### src/rtl/stopwatch_bcd_counter.sv
// MM.SS.hh stopwatch engine: a prescaler turns the system clock into a TICK_HZ tick
// that drives a six-digit BCD cascade under start/stop and clear control.
module stopwatch_bcd_counter #(
  parameter int CLK_FREQ_HZ = 50_000_000,
  parameter int TICK_HZ     = 100
) (
  input  logic        clk,
  input  logic        rst_n,
  input  logic        start_stop_in,
  input  logic        clear_in,
  output logic [23:0] bcd_data_out,
  output logic        dp_out,
  output logic        running_out,
  output logic        wrap_out
);

  localparam int DIV = CLK_FREQ_HZ / TICK_HZ;
  localparam int PW  = (DIV > 2) ? $clog2(DIV) : 1;
  localparam logic [PW-1:0] PRESC_MAX = PW'(DIV - 1);

  typedef enum logic [1:0] {IDLE, RUN, PAUSE} state_e;

  state_e        state_q, state_d;
  logic [PW-1:0] presc_q, presc_d;
  logic [23:0]   digits_q, digits_d;
  logic          wrap_q, wrap_d;
  logic          tick;
  logic          carry;

  // Tens-of-seconds and tens-of-minutes stop at 5; every other digit at 9.
  function automatic logic [3:0] digit_limit(input int idx);
    return (idx == 3 || idx == 5) ? 4'd5 : 4'd9;
  endfunction

  always_ff @(posedge clk or negedge rst_n) begin
    if (!rst_n) state_q <= IDLE;
    else        state_q <= state_d;
  end

  always_comb begin
    state_d = state_q;
    if (clear_in) begin
      state_d = IDLE;
    end else if (start_stop_in) begin
      case (state_q)
        IDLE:    state_d = RUN;
        RUN:     state_d = PAUSE;
        PAUSE:   state_d = RUN;
        default: state_d = IDLE;
      endcase
    end
  end

  always_comb begin
    running_out = (state_q == RUN);
    dp_out      = (state_q == RUN);
  end

  assign tick = (state_q == RUN) && (presc_q == PRESC_MAX);

  // The prescaler only moves in RUN, so a pause keeps the partial period.
  always_comb begin
    presc_d = presc_q;
    if (clear_in)             presc_d = '0;
    else if (tick)            presc_d = '0;
    else if (state_q == RUN)  presc_d = presc_q + PW'(1);
  end

  always_comb begin
    digits_d = digits_q;
    carry    = tick;
    for (int i = 0; i < 6; i++) begin
      if (carry) begin
        if (digits_q[i*4 +: 4] >= digit_limit(i)) begin
          digits_d[i*4 +: 4] = 4'd0;
        end else begin
          digits_d[i*4 +: 4] = digits_q[i*4 +: 4] + 4'd1;
          carry              = 1'b0;
        end
      end
    end
    wrap_d = carry && !clear_in;
    if (clear_in) digits_d = '0;
  end

  always_ff @(posedge clk or negedge rst_n) begin
    if (!rst_n) begin
      presc_q  <= '0;
      digits_q <= '0;
      wrap_q   <= 1'b0;
    end else begin
      presc_q  <= presc_d;
      digits_q <= digits_d;
      wrap_q   <= wrap_d;
    end
  end

  assign bcd_data_out = digits_q;
  assign wrap_out     = wrap_q;

endmodule

### config.mk
export PLATFORM = sky130hd
export DESIGN_NAME = stopwatch_bcd_counter
export DESIGN_NICKNAME = d
export VERILOG_FILES = /design/src/rtl/stopwatch_bcd_counter.sv
export SDC_FILE = /design/constraint.sdc
export NUM_CORES = 1
export LEC_CHECK = 0
export CAP_MARGIN = 20
export CORE_UTILIZATION = 51
export DETAILED_ROUTE_END_ITERATION = 6
export PLACE_DENSITY_LB_ADDON = 0.3
export SLEW_MARGIN = 20
export SYNTH_ARGS = -nofsm -noshare
export SYNTH_HDL_FRONTEND = slang
export SYNTH_SLANG_ARGS = --single-unit
### constraint.sdc
create_clock -name clk -period 2.27 [get_ports clk]
set_input_delay 0.454 -clock clk [delete_from_list [all_inputs] [get_ports clk]]
set_output_delay 0.454 -clock clk [all_outputs]
set_load 0.005 [all_outputs]
; Word-level counts from Yosys, hierarchy flattened
; Cells that the tools add are included.
; Widths: inputs -> output; s select.
[word_totals]
output_inout_bits = 27
word_cells = 69
input_bits = 4
ff_bits = 46
[classes]
add_sub_neg = 7
n_mux = 31
n_lt_le_gt_ge = 6
n_reduce_logical = 13
n_eq_ne = 3
[op_table]
columns = cell, n
row1 = $mux 19, 3
row2 = $mux 4, 12
row3 = $add 4x1->4 const B, 6
row4 = $mux 24, 1
row5 = $add 19x1->19 const B, 1
row6 = $eq 19x19->1 const B, 1
row7 = $ge 4x4->1 const B, 4
row8 = $reduce_bool 2->1, 7
row9 = $mux 1, 12
row10 = $ge 4x3->1 const B, 2
row11 = $mux 2, 2
row12 = $pmux 2 s2, 1
row13 = $reduce_bool 3->1, 1
row14 = $eq 2x1->1 const B, 1
row15 = $eq 2x2->1 const B, 1
row16 = $logic_and 1x1->1, 2
row17 = $logic_not 2->1, 1
row18 = $reduce_or 2->1, 1
row19 = $logic_not 1->1, 1

; Depth between registers and ports, before layout
[logic_depth]
depth_word = 9
ltp_mapped = 9
depth_no_buf = 7

; Worst setup path after synthesis
; Ideal clock, no wire load.
[synth_path]
path_type = flip-flop to flip-flop
start = register presc_q[11]
end = register digits_q[23], in the netlist bcd_data_out[23]
arrival_time_ps = 2181
setup_ps = 78
path_buffers = 1
path_slack_ps = 11
synth_period_minus_slack_ps = 2259
path_stages_with_launch = 7
required_time_ps = 2192
cell_sequence = dfrtp_1 -> nor4_4 -> nand4_4 -> or4_1 -> clkbuf_1 -> or4_1 -> a21oi_1
[synth_between]
elab_chain_len = 8
[synth_rtl]
columns = element, line
row1 = start: declaration, 24  ; logic [PW-1:0] presc_q, presc_d;
row2 = start signal: assignment, 92  ; presc_q <= presc_d;
row3 = $eq 19x19->1, 59  ; assign tick = (state_q == RUN) && (presc_q == PRESC_MAX);
row4 = $logic_and 1x1->1, 59
row5 = $mux 1 (5 in series), 73  ; if (carry) begin
row6 = $reduce_bool 2->1 (no line), --
row7 = end signal: assignment, 93  ; digits_q <= digits_d;
row8 = end: declaration, 25  ; logic [23:0] digits_q, digits_d;
; Every way passes these cells.
; A chain may end at the register's enable or synchronous reset.

; Worst setup path in the final report
[layout_path]
start = register presc_q[6]
end = register digits_q[23], in the netlist bcd_data_out[23]
; The elaborated chain is that of the path after synthesis.

==> flow_metrics.tcl <==
set metrics [dict create \
    run_status "completed" \
    layout_min_cycle_time_ns 2.20 \
    nets_in_the_synthesized_netlist 317 \
    power.ir.vdd_worst_uv 470 \
    synthesis.yosys.warnings 0 \
    postSynthAreaPerCell_um2 9.19 \
    synth.ff_latch_count 46 \
    worst-r2r-cell-count 5 \
    initialDrtViolationCount 177 \
    postSynth.asyncResetShare_pct 100 \
    synth.top_cells.by_area "dfrtp_1 43%, ha_1 8.8%, a21oi_1 5.2%" \
    yosysSeqAreaShare_pct 42.6 \
    critPathRequiredTime_ns 2.51 \
    yosys.cell_types.count 41 \
    synthDominantCellAreaShare_pct 42.6 \
    detail-route-antenna-nets 0 \
    finalCritPeriodShare_pct 96.9 \
    syn_area_um2 2700 \
    total_congestion_overflow_after_global_routing 0 \
    io_pins 31 \
    tns_ns 0 \
    die_w_um 74.8 \
    first_global_vias 2248 \
    max_clock_freq_ghz 0.455 \
    post-place-ws_ns 0.0349 \
    critical_path.endpoint_type "register" \
    relative_max_transition_margin_pct 62.5 \
    clock_insertion_delay_worst_skew_ns 0.31 \
    grt_max_degree 32 \
    dr.pass1.iters 4 \
    tritoncts_clock_tree "done" \
    setup.worst_path.start_class "register" \
    timing_worst_slew_pin_value_ns 0.562 \
    timing.critical_path.fanout_max 2 \
    drive_above_1_share_pct 12.6 \
    cts_buffer_depth 2 \
    die_area_um2 5590 \
    muxShareOfSynthArea_pct 0.741 \
    regToRegEndpoint "bcd_data_out[23]" \
    final_hold_viol_count 0 \
    setup.reg_to_reg.worst_slack_ns 0.07 \
    clkSlewWorstSetupHoldPaths_ns 0.09 \
    synth_fa_ha_area_share_pct 8.80 \
    design.final.nets 372 \
    cpPeakStageDelay_ns 0.56 \
    skew_ns 0.0111 \
    dominant_combinational_cell_family_by_area_after_synthesis "simple AND/OR/NAND/NOR gates" \
    postLayoutCellArea_um2 3400 \
    initial_antenna_violation_count 0 \
    worst_path_max_delay_cell "or4_4" \
    syn_inst 294 \
    drc 0 \
    total_leakage_power_nw 1.45 \
    setup_repair_after_global_routing_missed_its_margin "false" \
    routed_via_density 5.73 \
    worst-setup-path-type "register to register" \
    holdCritPathClass "primary input to async pin" \
    dp_hpwl_um 4520 \
    power-per-cell-area_nw_per_um2 449 \
    synth_compound_area_share_pct 13.1 \
    post_synth_most_frequent_cells "46 x dfrtp_1, 35 x nor2_1, 28 x a21oi_1" \
    postPlaceCellArea_um2 3260 \
    filler_cell_count 437 \
    yosys.area.top_type "dfrtp_1" \
    floorplan.die.height_um 74.8 \
    synth_edf_count 0 \
    critical_path_cell_by_cell "nor4_4 > nand4_4 > or4_4 > or4_1 > a21oi_2" \
    setup_violations 0 \
    rows 26 \
    grt.total_usage_pct 24.1 \
    wl_um 6190 \
    ctsRootBufferMaster "clkbuf_8" \
    xor_xnor_cell_area_share_of_the_yosys_netlist_pct 4.86 \
    core-area_um2 5110 \
    floorplan.initialDensity_pct 52.9 \
    first_pass_grt_wire_length_um 10200 \
    final_critical_path_setup_slack_ns 0.0707 \
    post-route-util_pct 66.5 \
    place_congestion 0.918 \
    dr_total_vias 2408 \
    worst_r2r_startpoint "presc_q[6]" \
    synth-simple-area-share_pct 25.9 \
    finalMaxSlewViolations 0 \
    routed_wire_length_per_instance_um 14.7 \
    worst-endpoint-arrival_ns 2.44 \
    tritoncts.num_buffers 5 \
    post_cts_hold_buffer_count 0 \
    synth-main-ff-cell "dfrtp_1" \
    area_growth_syn_to_layout_pct 25.8 \
    buffer_ports.inserted 30 \
    antenna_cells_inserted 0 \
    yosysMostFrequentCell "dfrtp_1" \
    timing.hold.ws_ns 0.127 \
    cap_violations 0 \
    cts_sinks 46 \
    ctsHtreeMaxLevel 2 \
]
what timing repair did:
action	in CTS	in global routing
setup endpoints to repair	0	5
setup buffers	0	1
gates resized for setup	0	4
final cells by class:
| cell class | instances | area [um^2] | area share [%] |
|---|---|---|---|
| multi-input cells | 220 | 1460 | 42.9 |
| repair buffers | 58 | 522 | 15.4 |
| inverters | 18 | 67.6 | 1.99 |
| clock inverters | 3 | 45.0 | 1.33 |
| clock buffers | 5 | 68.8 | 2.03 |
| well taps | 70 | 87.6 | 2.58 |
| flip-flops and latches | 46 | 1150 | 33.9 |
flip-flops by register name, summed over array words and instances, names as in the netlist:
register and cells:
bcd_data_out 24, presc_q 19, state_q 2, wrap_out 1
where the power goes:
group | internal (mW) | switching (mW)
combinational | 0.0271 | 0.0535
clock | 0.328 | 0.287
sequential | 0.824 | 0.00598
total | 1.18 | 0.347
through the flow:
stage	cells	total power [mW]
6_report	420	1.53
5_1_grt	420	1.58
4_1_cts	419	1.54
3_5_place_dp	411	0.928
3_3_place_gp	411	0.926
2_1_floorplan	294	0.883
routing by layer:
| metal | track usage, % | share of wire [%] | up-vias |
|---|---|---|---|
| met3 | 4.15 | 2.9 | 10 |
| met1 | 31.4 | 46 | 1187 |
| li1 | - | - | 1156 |
| met5 | 0 | 0 | - |
| met4 | 7.76 | 1.5 | 0 |
| met2 | 40.9 | 50 | 55 |
placed cells by master (no fill, tap or decap), types with 2 or more instances in the layout:
master | netlist | routed
dfrtp_1 | 46 | 46
nor2_1 | 35 | 35
clkdlybuf4s50_1 | 0 | 29
a21oi_1 | 28 | 27
buf_4 | 1 | 26
nand2_1 | 19 | 19
ha_1 | 19 | 19
inv_1 | 18 | 18
nand3_1 | 17 | 17
nand4_1 | 13 | 13
xor2_1 | 11 | 11
o31ai_1 | 10 | 10
o21ai_0 | 9 | 9
nor4_1 | 7 | 7
nor3_1 | 7 | 7
clkbuf_8 | 0 | 5
nand2b_1 | 4 | 4
xnor2_1 | 4 | 4
nand4b_1 | 4 | 4
and3_1 | 3 | 3
nor2b_1 | 3 | 3
a21o_1 | 2 | 2
and2_1 | 2 | 2
or3_1 | 2 | 2
mux2i_1 | 2 | 2
a41oi_1 | 2 | 2
clkinvlp_4 | 0 | 2
worst max path at each step:
stage | start | cells past startpoint | to | slack [ns]
4_1_cts | presc_q[11] | 6 | bcd_data_out[11] | 0.03
2_1_floorplan | presc_q[11] | 6 | bcd_data_out[23] | 0.01
3_3_place_gp | presc_q[11] | 6 | bcd_data_out[11] | 0.11
3_5_place_dp | presc_q[11] | 6 | bcd_data_out[11] | 0.03
5_1_grt | presc_q[6] | 6 | bcd_data_out[11] | 0.005
6_report | presc_q[6] | 5 | bcd_data_out[23] | 0.07
worst max-delay path, delay by kind of cell, from the launching register on:
kind,cells,cell delay [ns]
flip-flops,1,0.41
AO/OA/AOI/OAI,1,0.15
AND/OR/NAND/NOR,4,1.58
cell families (layout without fill, tap and decap cells):
| kind of cell | after synthesis | count (layout) |
|---|---|---|
| and+or+nand+nor | 126 | 126 |
| AOI/OAI and AO/OA | 58 | 58 |
| DFF | 46 | 46 |
| buffers and inverters | 28 | 84 |
| adders and majority gates | 19 | 19 |
| xor gates and xnor gates | 15 | 15 |
| muxes | 2 | 2 |
No activity file was read; power rests on OpenSTA's default activity.
